## src/rtl/dram_line_xfer.sv

```systemverilog
// rtl/dram_line_xfer.sv - 4-word line fill/writeback sequencer onto a single-word DRAM port
// Optional build macro: DRAM_XFER_CRITICAL_WORD_FIRST_EN (fills start at the requested word and wrap)
module dram_line_xfer #(
    parameter int WAIT_CYCLES = 0
) (
    input  logic         clk_i,
    input  logic         rst_i,
    input  logic         req_valid_i,
    output logic         req_ready_o,
    input  logic         req_wr_i,
    input  logic [15:0]  req_addr_i,
    input  logic [127:0] req_wdata_i,
    output logic         resp_valid_o,
    output logic [127:0] resp_rdata_o,
    output logic         resp_err_o,
    output logic         busy_o,
    output logic         mem_en_o,
    output logic         mem_wr_o,
    output logic [15:0]  mem_addr_o,
    output logic [31:0]  mem_wdata_o,
    input  logic [31:0]  mem_rdata_i,
    input  logic         mem_err_i
);

    typedef enum logic [1:0] {S_IDLE, S_WAIT, S_XFER, S_DONE} state_t;

    localparam int         WAIT_LOAD = (WAIT_CYCLES > 0) ? WAIT_CYCLES - 1 : 0;
    localparam logic [3:0] WAIT_INIT = WAIT_LOAD[3:0];
    localparam state_t     GAP_STATE = (WAIT_CYCLES > 0) ? S_WAIT : S_XFER;

    state_t       state_q;
    logic         wr_q;
    logic [11:0]  base_q;
    logic [127:0] wdata_q;
    logic [127:0] line_q;
    logic [1:0]   word_q;
    logic [1:0]   cnt_q;
    logic [3:0]   wait_q;
    logic         err_q;

    logic [1:0]   start_word_d;
    logic [1:0]   word_d;
    logic [6:0]   slot_d;
    logic         xfer_d;

`ifdef DRAM_XFER_CRITICAL_WORD_FIRST_EN
    // Writebacks always go out in natural order; only fills honour the critical word.
    assign start_word_d = req_wr_i ? 2'd0 : req_addr_i[3:2];
    logic unused_addr;
    assign unused_addr = ^req_addr_i[1:0];
`else
    assign start_word_d = 2'd0;
    logic unused_addr;
    assign unused_addr = ^req_addr_i[3:0];
`endif

    assign word_d = word_q + 2'd1;
    assign slot_d = {word_q, 5'd0};
    assign xfer_d = (state_q == S_XFER);

    always_ff @(posedge clk_i or posedge rst_i) begin
        if (rst_i) begin
            state_q <= S_IDLE;
            wr_q    <= 1'b0;
            base_q  <= 12'd0;
            wdata_q <= 128'd0;
            line_q  <= 128'd0;
            word_q  <= 2'd0;
            cnt_q   <= 2'd0;
            wait_q  <= 4'd0;
            err_q   <= 1'b0;
        end else begin
            case (state_q)
                S_IDLE: begin
                    if (req_valid_i) begin
                        wr_q    <= req_wr_i;
                        base_q  <= req_addr_i[15:4];
                        wdata_q <= req_wdata_i;
                        word_q  <= start_word_d;
                        cnt_q   <= 2'd0;
                        wait_q  <= WAIT_INIT;
                        err_q   <= 1'b0;
                        state_q <= GAP_STATE;
                    end
                end
                S_WAIT: begin
                    if (wait_q == 4'd0) begin
                        state_q <= S_XFER;
                    end else begin
                        wait_q <= wait_q - 4'd1;
                    end
                end
                S_XFER: begin
                    err_q <= err_q | mem_err_i;
                    if (!wr_q) begin
                        line_q[slot_d +: 32] <= mem_rdata_i;
                    end
                    // cnt_q counts completed accesses, so 3 here means this is the fourth.
                    if (cnt_q == 2'd3) begin
                        state_q <= S_DONE;
                    end else begin
                        cnt_q   <= cnt_q + 2'd1;
                        word_q  <= word_d;
                        wait_q  <= WAIT_INIT;
                        state_q <= GAP_STATE;
                    end
                end
                S_DONE: begin
                    state_q <= S_IDLE;
                end
                default: begin
                    state_q <= S_IDLE;
                end
            endcase
        end
    end

    assign req_ready_o  = (state_q == S_IDLE) && !rst_i;
    assign busy_o       = (state_q != S_IDLE);
    assign resp_valid_o = (state_q == S_DONE);
    assign resp_err_o   = (state_q == S_DONE) && err_q;
    assign resp_rdata_o = line_q;

    assign mem_en_o    = xfer_d;
    assign mem_wr_o    = xfer_d && wr_q;
    assign mem_addr_o  = xfer_d ? {base_q, word_q, 2'b00} : 16'd0;
    assign mem_wdata_o = (xfer_d && wr_q) ? wdata_q[slot_d +: 32] : 32'd0;

endmodule
```

## config.mk

```make
export PLATFORM = sky130hd
export DESIGN_NAME = dram_line_xfer
export DESIGN_NICKNAME = d
export VERILOG_FILES = /design/src/rtl/dram_line_xfer.sv
export SDC_FILE = /design/constraint.sdc
export NUM_CORES = 1
export LEC_CHECK = 0
export ABC_AREA = 1
export ABC_CLOCK_PERIOD_IN_PS = 9370
export CORE_MARGIN = 8
export CORE_UTILIZATION = 43
export DETAILED_ROUTE_END_ITERATION = 8
export HOLD_SLACK_MARGIN = 0.06
export PLACE_DENSITY = 0.82
export SYNTH_ARGS = -nofsm -noshare
export SYNTH_HDL_FRONTEND = slang
export SYNTH_SLANG_ARGS = --single-unit
```

## constraint.sdc

```tcl
create_clock -name clk_i -period 9.37 [get_ports clk_i]
set_input_delay 1.874 -clock clk_i [delete_from_list [all_inputs] [get_ports clk_i]]
set_output_delay 1.874 -clock clk_i [all_outputs]
set_load 0.05 [all_outputs]
```

After elaboration in Yosys (flattened, before gate mapping)
Index checks and enable logic that the tools add are counted.
{"block": "totals", "ff_bits": 280, "input_bits": 181, "output_inout_bits": 182, "elab_cells": 59}
{"block": "op_classes", "add_sub_neg": 4, "n_eq_ne": 8, "shift": 3, "n_mux": 18, "bitwise": 2, "reduce_logical": 15}
{"cell": "$bwmux W128", "count": 1}
{"cell": "$shift A32 B9 Y128 const A", "count": 1}
{"cell": "$shiftx A128 B8 Y32", "count": 1}
{"cell": "$shiftx A32 B9 Y128", "count": 1}
{"cell": "$mux W32", "count": 1}
{"cell": "$mux W16", "count": 1}
{"cell": "$mux W4", "count": 3}
{"cell": "$pmux W4 S3", "count": 1}
{"cell": "$mux W2", "count": 5}
{"cell": "$neg A7 Y9", "count": 1}
{"cell": "$ne A2 B2 Y1 const B", "count": 4}
{"cell": "$pmux W2 S2", "count": 2}
{"cell": "$pmux W2 S4", "count": 1}
{"cell": "$reduce_and A2 Y1", "count": 4}
{"cell": "$eq A2 B2 Y1 const B", "count": 3}
{"cell": "$add A2 B1 Y2 const B", "count": 2}
{"cell": "$logic_not A4 Y1", "count": 1}
{"cell": "$reduce_and A4 Y1", "count": 1}
{"cell": "$reduce_bool A2 Y1", "count": 2}
{"cell": "$sub A4 B1 Y4 const B", "count": 1}
{"cell": "$logic_and A1 B1 Y1", "count": 3}
{"cell": "$reduce_and A3 Y1", "count": 1}
{"cell": "$reduce_bool A3 Y1", "count": 1}
{"cell": "$eq A2 B1 Y1 const B", "count": 1}
{"cell": "other kinds (6)", "count": 7}

Depth between registers and ports, before layout
Gate-level depths: netlist of run 1.
{"block": "logic_depth", "depth_word": 3, "depth_mapped": 11, "ltp_nobuf": 7}

Worst setup path before layout of run 1
OpenSTA, ideal clock, no wires.
{"block": "synth_timing", "kind": "input port to output port", "from": "in rst_i", "to": "out req_ready_o", "arrival_time_ps": 2528, "required_time_ps": 7496, "setup_slack_ps": 4968, "path_stages": 1, "path_buffers": 0, "path_cell_list": "nor2_1"}
{"block": "synth_between", "elab_chain_len": 2}
{"element": "from (decl)", "line_no": "7", "text": "input logic rst_i,"}
{"element": "$logic_not A1 Y1", "line_no": "118", "text": "assign req_ready_o = (state_q == S_IDLE) && !rst_i;"}
{"element": "$logic_and A1 B1 Y1", "line_no": "118"}
{"element": "to (decl)", "line_no": "9", "text": "output logic req_ready_o,"}
Every way passes these cells.

Worst setup path after layout of run 1
{"block": "layout_timing", "from": "reg word_q[0]", "to": "out mem_wdata_o[16]"}
{"block": "layout_between", "elab_chain_len": 2}
{"element": "from (decl)", "line_no": "36", "text": "logic [1:0] word_q;"}
{"element": "from (signal assigned)", "line_no": "79", "text": "word_q <= start_word_d;"}
{"element": "from (signal assigned)", "line_no": "103", "text": "word_q <= word_d;"}
{"element": "$shiftx A128 B8 Y32", "line_no": "127", "text": "assign mem_wdata_o = (xfer_d && wr_q) ? wdata_q[slot_d +: 32] : 32'd0;"}
{"element": "$mux W32", "line_no": "127"}
{"element": "to (decl)", "line_no": "20", "text": "output logic [31:0] mem_wdata_o,"}
Every way passes these cells.

==> flow_metrics.py, run 1 <==
metrics = {
    "critical_path": {
        "cpMostUsedCell": "nor2_1",
        "startpoint_type": "flop",
        "endpoint_kind": "output pin",
        "slowest_stage": "clkdlybuf4s50_1",
        "critPathKind": "reg -> out",
        "max_stage_delay_ps": 890,
        "worstPathRequired_ps": 7500,
        "worstPathMaxFanout": 98,
        "crit_chain": "buf_4 > nor2_1 > nor2_1 > o21ai_0 > a21oi_1 > clkdlybuf4s50_1",
        "arrival_ps": 3330,
    },
    "sta": {
        "setup_violations": 0,
        "fin_crit_ps": 5200,
        "hold_violations": 0,
        "finalClockSkew_ps": 5.411,
        "worst_slew_pin_slew_ps": 1182,
        "slew-limit-headroom_pct": 21.14,
        "max_freq_mhz": 192.3,
        "tns_ps": 0,
        "fin_crit_sh_pct": 55.50,
        "rsz0062_at_grt": "false",
        "hold_ws_ps": 473.8,
        "drv_slew": 0,
    },
    "run_status": {
        "outcome": "completed",
    },
    "die": {
        "dieArea_um2": 34920,
        "fp.dieH_um": 186.9,
        "fp-row-count": 62,
        "core_um2": 28700,
        "io_pins": 363,
        "initial_core_util_pct": 43.74,
        "die_w_um": 186.9,
    },
    "grt": {
        "grt_max_degree": 167,
        "grt_overflow": 0,
        "grt_pass1_wl_um": 65040,
        "grt_use_total_pct": 22.57,
        "grt_antenna_before_repair": 2,
        "first_global_vias": 12100,
    },
    "yosys": {
        "ys_ff_latch": 280,
        "yosysWarnings": 0,
        "synth_cell_type_count": 25,
        "seq_area_frac_synth_pct": 55.81,
        "syn_area_um2": 12550,
        "synth_cells": 1574,
        "syn_avg_cell_area_um2": 7.976,
    },
    "clock_tree": {
        "clockBufferDepth": 3,
        "ctsHoldBuffers": 0,
        "post_cts_buffers": 0,
        "clock_latency_ps": 550,
        "numCtsBuffers": 30,
        "ctsResizeCount": 0,
        "cts.reportedPaths.clkPinSlew_ps": 60,
        "clockRootBuffer": "clkbuf_16",
        "cts_tree": "done",
        "clkSinkCount": 280,
        "htreeDepth": 1,
    },
    "power": {
        "total_leakage_power_uw": 0.008007,
        "pwr-share-clk_pct": 17.4,
        "p_seq_share_pct": 28.8,
        "power_frac_comb_pct": 53.8,
        "vdd_drop_max_v": 0.0002258,
        "internal-power_uw": 3584,
        "pwr_density_cell_nw_per_um2": 407.0,
        "switching_share_pct": 49.07,
        "switchingPower_uw": 3454,
    },
    "cells_and_area": {
        "drive_gt1_share_pct": 4.279,
        "nNetsFinal": 2059,
        "area_growth_pct": 37.76,
    },
    "drt": {
        "drtAntennaViolNets": 0,
        "routed_wl_um": 40790,
        "vias": 11840,
        "drtIter0Drc": 977,
        "drcViolationCount": 0,
        "wl_per_cell_um": 17.91,
        "vias_per_cell": 5.195,
        "dr.pass1.iters": 5,
    },
    "place": {
        "hpwl_um": 27320,
        "port_buffers": 356,
        "place_congestion": 0.8553,
    },
    "run": {
        "max_cap_violations": 0,
    },
    "min_path": {
        "min-delay-path-class": "reg -> reg",
    },
}
==> through the flow <==
| step | total power, µW | worst slack, ps | cell area [µm²] | utilization [%] | std cells |
|---|---|---|---|---|---|
| global placement | 5729 | 4235 | 16260 | 56.65 | 2223 |
| CTS | 7075 | 4106 | 17290 | 60.25 | 2277 |
| detailed placement | 5817 | 4211 | 16260 | 56.65 | 2223 |
| finish | 7039 | 4170 | 17300 | 60.26 | 2278 |
| floorplan | 4518 | 3789 | 12560 | - | 1575 |
| global route | 7438 | 4008 | 17300 | 60.26 | 2278 |
==> routing by layer <==
metal  global-route usage (%)  part of all wire [%]
met1                    28.09                    40
met2                    37.00                    47
met4                    7.880                   3.7
met3                    6.674                   9.5
met5                        0                 0.032
==> synthesized netlist by cell type <==
master / instances / area share, %
nor2_2: 2 / 0.10
clkbuf_1: 53 / 1.6
nor2_4: 1 / 0.090
ha_1: 7 / 0.70
clkbuf_2: 5 / 0.20
nand3_1: 34 / 1.4
buf_1: 1 / 0.030
a21oi_1: 68 / 2.7
clkinv_1: 1 / 0.030
buf_4: 7 / 0.42
inv_1: 83 / 2.5
nor2_1: 122 / 3.6
o21ai_1: 40 / 1.6
nor3_1: 19 / 0.76
nand2_2: 1 / 0.050
buf_2: 40 / 1.6
inv_2: 6 / 0.18
conb_1: 1 / 0.030
nand2_4: 3 / 0.27
nand4_1: 1 / 0.050
dfrtp_1: 280 / 56
nand3b_1: 13 / 0.78
nand2_1: 582 / 17
o22ai_1: 1 / 0.050
o21ai_0: 203 / 8.1
==> critical path: cells and delay by family, from the launching register on <==
kind	cells	cell delay, ps
compound gates	2	400
buf+inv	2	1630
simple gates	2	210
flops	1	450
==> power by group through the flow <==
stage	logic (µW)	clock network [µW]	registers, µW
final	3790	1230	2020
after global routing	4050	1300	2080
after CTS	3810	1250	2020
after detailed placement	3790	0	2030
after global placement	3720	0	2010
after floorplan	1760	0	2760
==> cell type report <==
type                            instances  area (µm²)
Multi-Input combinational cell       1099        4743
Antenna cell                            1       2.502
Tap cell                              384       480.5
Clock inverter                         11       132.6
Clock buffer                           43       900.9
Timing Repair Buffer                  370        3681
Fill cell                            2396       11410
Inverter                               90       344.1
Sequential cell                       280        7010
==> worst paths after layout <==
kind                               from               to  slack [ps]  cells past startpoint
setup / recovery              word_q[0]  mem_wdata_o[16]        4170                      6
hold / removal             wdata_q[124]     wdata_q[124]         470                      2
setup reg to reg              word_q[0]  resp_rdata_o[8]        5440                      8
hold reg to reg            wdata_q[124]     wdata_q[124]         470                      2
max in group asynchronous         rst_i  resp_rdata_o[0]        6190                      4
min in group asynchronous         rst_i        base_q[3]        1870                      3
==> placed cells by master, fill, tap and decap left out <==
cell | Yosys | layout
clkbuf_16 | 0 | 31
clkdlybuf4s50_1 | 0 | 356
dfrtp_4 | 0 | 1
inv_2 | 6 | 5
dfrtp_1 | 280 | 279
nand2_1 | 582 | 582
clkinv_2 | 0 | 7
inv_4 | 0 | 1
nor2_1 | 122 | 120
clkbuf_8 | 0 | 8
o21ai_1 | 40 | 40
buf_12 | 0 | 1
o21ai_0 | 203 | 203
a21oi_1 | 68 | 68
bufinv_16 | 0 | 3
nor2_4 | 1 | 1
inv_1 | 83 | 82
nand3b_1 | 13 | 13
nand2_4 | 3 | 4
nand4_1 | 1 | 1
conb_1 | 1 | 2
nand3_1 | 34 | 34
ha_1 | 7 | 7
clkinvlp_4 | 0 | 2
o22ai_1 | 1 | 1
diode_2 | 0 | 1
nor3_1 | 19 | 19
clkinv_1 | 1 | 1
nor2_2 | 2 | 4
buf_4 | 7 | 13
clkbuf_1 | 53 | 4
==> state kept, by name (all words and copies together), names as in the netlist <==
signal,flops
base_q,12
cnt_q,2
err_q,1
resp_rdata_o,128
state_q,2
wait_q,4
wdata_q,128
word_q,2
wr_q,1
==> kinds of logic (layout without fill, tap and decap cells) <==
group                    count (synthesis)  in the layout  share of synthesized area (%)
flip-flops                             280            280                          55.81
other                                    1              3                        0.02987
buffers and inverters                  196            514                          6.518
AND/OR/NAND/NOR                        778            778                          24.50
adder cells (fa/ha/maj)                  7              7                         0.6976
AO/OA/AOI/OAI                          312            312                          12.45
No activity file was read; power rests on OpenSTA's default activity.
==> inputs of run 2 (changes only) <==
--- a/config.mk
+++ b/config.mk
@@ -6,7 +6,7 @@
 export NUM_CORES = 1
 export LEC_CHECK = 0
 export ABC_AREA = 1
-export ABC_CLOCK_PERIOD_IN_PS = 9370
+export ABC_CLOCK_PERIOD_IN_PS = 4600
 export CORE_MARGIN = 8
 export CORE_UTILIZATION = 43
 export DETAILED_ROUTE_END_ITERATION = 8
==> constraint.sdc (replaced) <==
create_clock -name clk_i -period 4.6 [get_ports clk_i]
set_input_delay 0.92 -clock clk_i [delete_from_list [all_inputs] [get_ports clk_i]]
set_output_delay 0.92 -clock clk_i [all_outputs]
set_load 0.05 [all_outputs]
==> flow_metrics.py, run 2 (synthesis results as in run 1) <==
metrics = {
    "clock_tree": {
        "ctsResizeCount": 0,
        "post_cts_buffers": 0,
        "clockRootBuffer": "clkbuf_16",
        "numCtsBuffers": 30,
        "cts.reportedPaths.clkPinSlew_ps": 60,
        "htreeDepth": 1,
        "clockBufferDepth": 3,
        "clock_latency_ps": 550,
        "ctsHoldBuffers": 0,
        "cts_tree": "done",
        "clkSinkCount": 280,
    },
    "sta": {
        "fin_crit_sh_pct": 82.30,
        "worst_slew_pin_slew_ps": 1150,
        "slew-limit-headroom_pct": 23.22,
        "drv_slew": 0,
        "setup_ws_ps": 814.1,
        "max_freq_mhz": 264.1,
        "fin_crit_ps": 3786,
        "hold_violations": 0,
        "finalClockSkew_ps": 12.04,
        "setup_violations": 0,
        "rsz0062_at_grt": "false",
    },
    "run_status": {
        "outcome": "completed",
    },
    "critical_path": {
        "cp_top_family": "buffers and inverters",
        "path_buf_inv": 3,
        "slowest_stage": "dfrtp_4",
        "worstPathRequired_ps": 3680,
        "crit_chain": "inv_2 > buf_4 > o21ai_0 > a21oi_1 > buf_12",
        "startpoint_type": "flop",
        "critPathKind": "reg -> out",
        "endpoint_kind": "output pin",
        "arrival_ps": 2870,
        "max_stage_delay_ps": 670,
        "worstPathMaxFanout": 42,
    },
    "die": {
        "die_w_um": 186.9,
        "fp-row-count": 62,
        "initial_core_util_pct": 43.74,
        "dieArea_um2": 34920,
        "io_pins": 363,
        "fp.dieH_um": 186.9,
        "core_um2": 28700,
    },
    "drt": {
        "drtIter0Drc": 990,
        "dr.pass1.iters": 7,
        "routed_wl_um": 41230,
        "drcViolationCount": 0,
        "wl_per_cell_um": 18.03,
        "vias": 11840,
        "vias_per_cell": 5.177,
        "drtAntennaViolNets": 0,
    },
    "grt": {
        "grt_max_degree": 97,
        "grt_antenna_before_repair": 2,
        "grt_overflow": 0,
        "first_global_vias": 12000,
        "grt_use_total_pct": 23.09,
        "grt_pass1_wl_um": 65840,
    },
    "place": {
        "place_congestion": 0.8846,
        "port_buffers": 356,
        "place_worst_setup_slack_ps": 1119,
        "hpwl_um": 28150,
    },
    "cells_and_area": {
        "area_growth_pct": 41.46,
        "post-route-util_pct": 61.87,
        "layout_common_cells": "nand2_1, clkdlybuf4s50_1, dfrtp_1",
        "nNetsFinal": 2067,
        "layout_commonest_cell": "nand2_1",
        "drive_gt1_share_pct": 6.621,
        "num_antenna_cells": 0,
    },
    "min_path": {
        "min-delay-path-class": "reg -> reg",
    },
    "power": {
        "pwr_density_cell_nw_per_um2": 834.0,
        "vdd_drop_max_v": 0.0004446,
        "total_leakage_power_uw": 0.008234,
    },
    "run": {
        "max_cap_violations": 0,
    },
}
-- run 2: changes by cell type in the layout (fill, tap and decap cells not counted) --
cell	before	now
buf_12	1	38
buf_4	13	17
clkbuf_1	4	2
clkbuf_8	8	9
clkdlybuf4s50_1	356	323
clkinv_2	7	8
clkinvlp_4	2	4
diode_2	1	0
-- run 2: cell type report --
type                    instances  area (µm²)
repair buffers                378        4121
clock buffers                  42       907.1
clock inverters                14       152.6
fillers                      2374       10940
inverters                      90       344.1
well taps                     384       480.5
flip-flops and latches        280        7010
multi-input cells            1099        4743
-- run 2: routing by layer --
| metal | routed length (µm) | vias to the layer above | track usage, % |
|---|---|---|---|
| met5 | 20 | - | 0 |
| met4 | 1164 | 4 | 7.178 |
| met3 | 4167 | 81 | 7.886 |
| met2 | 19680 | 527 | 38.28 |
| met1 | 16200 | 5641 | 28.05 |
| li1 | - | 5586 | - |
-- run 2: worst min-delay path: cells and delay by family (launching register included) --
family / cells / cell delay (ps)
flops: 1 / 340
simple gates: 2 / 100
-- run 2: power by group --
part | internal [µW] | switching [µW] | total [µW]
logic | 2580 | 5510 | 8090
registers | 3540 | 633 | 4170
clock network | 1540 | 1010 | 2550
total | 7660 | 7160 | 14800
-- run 2: worst paths after layout --
| check | startpoint | to | slack (ps) | cells past startpoint |
|---|---|---|---|---|
| setup reg to reg | word_q[0] | resp_rdata_o[51] | 1110 | 7 |
| setup / recovery | word_q[0] | mem_wdata_o[0] | 810 | 5 |
| min in group asynchronous | rst_i | base_q[3] | 970 | 2 |
| hold / removal | wdata_q[124] | wdata_q[124] | 470 | 2 |
| hold reg to reg | wdata_q[124] | wdata_q[124] | 470 | 2 |
| max in group asynchronous | rst_i | wdata_q[72] | 2740 | 3 |
-- run 2: stage by stage --
step	hold WS [ps]	total power [µW]	setup TNS, ps	std cells	cell area, µm²
final	473.6	14810	0	2287	17760
after global routing	494.2	15670	0	2287	17760
after CTS	476.1	14890	0	2287	17760
after detailed placement	459.5	12290	0	2231	16700
after global placement	455.6	12090	0	2231	16700
after floorplan	443.6	9203	-7648	1575	12560
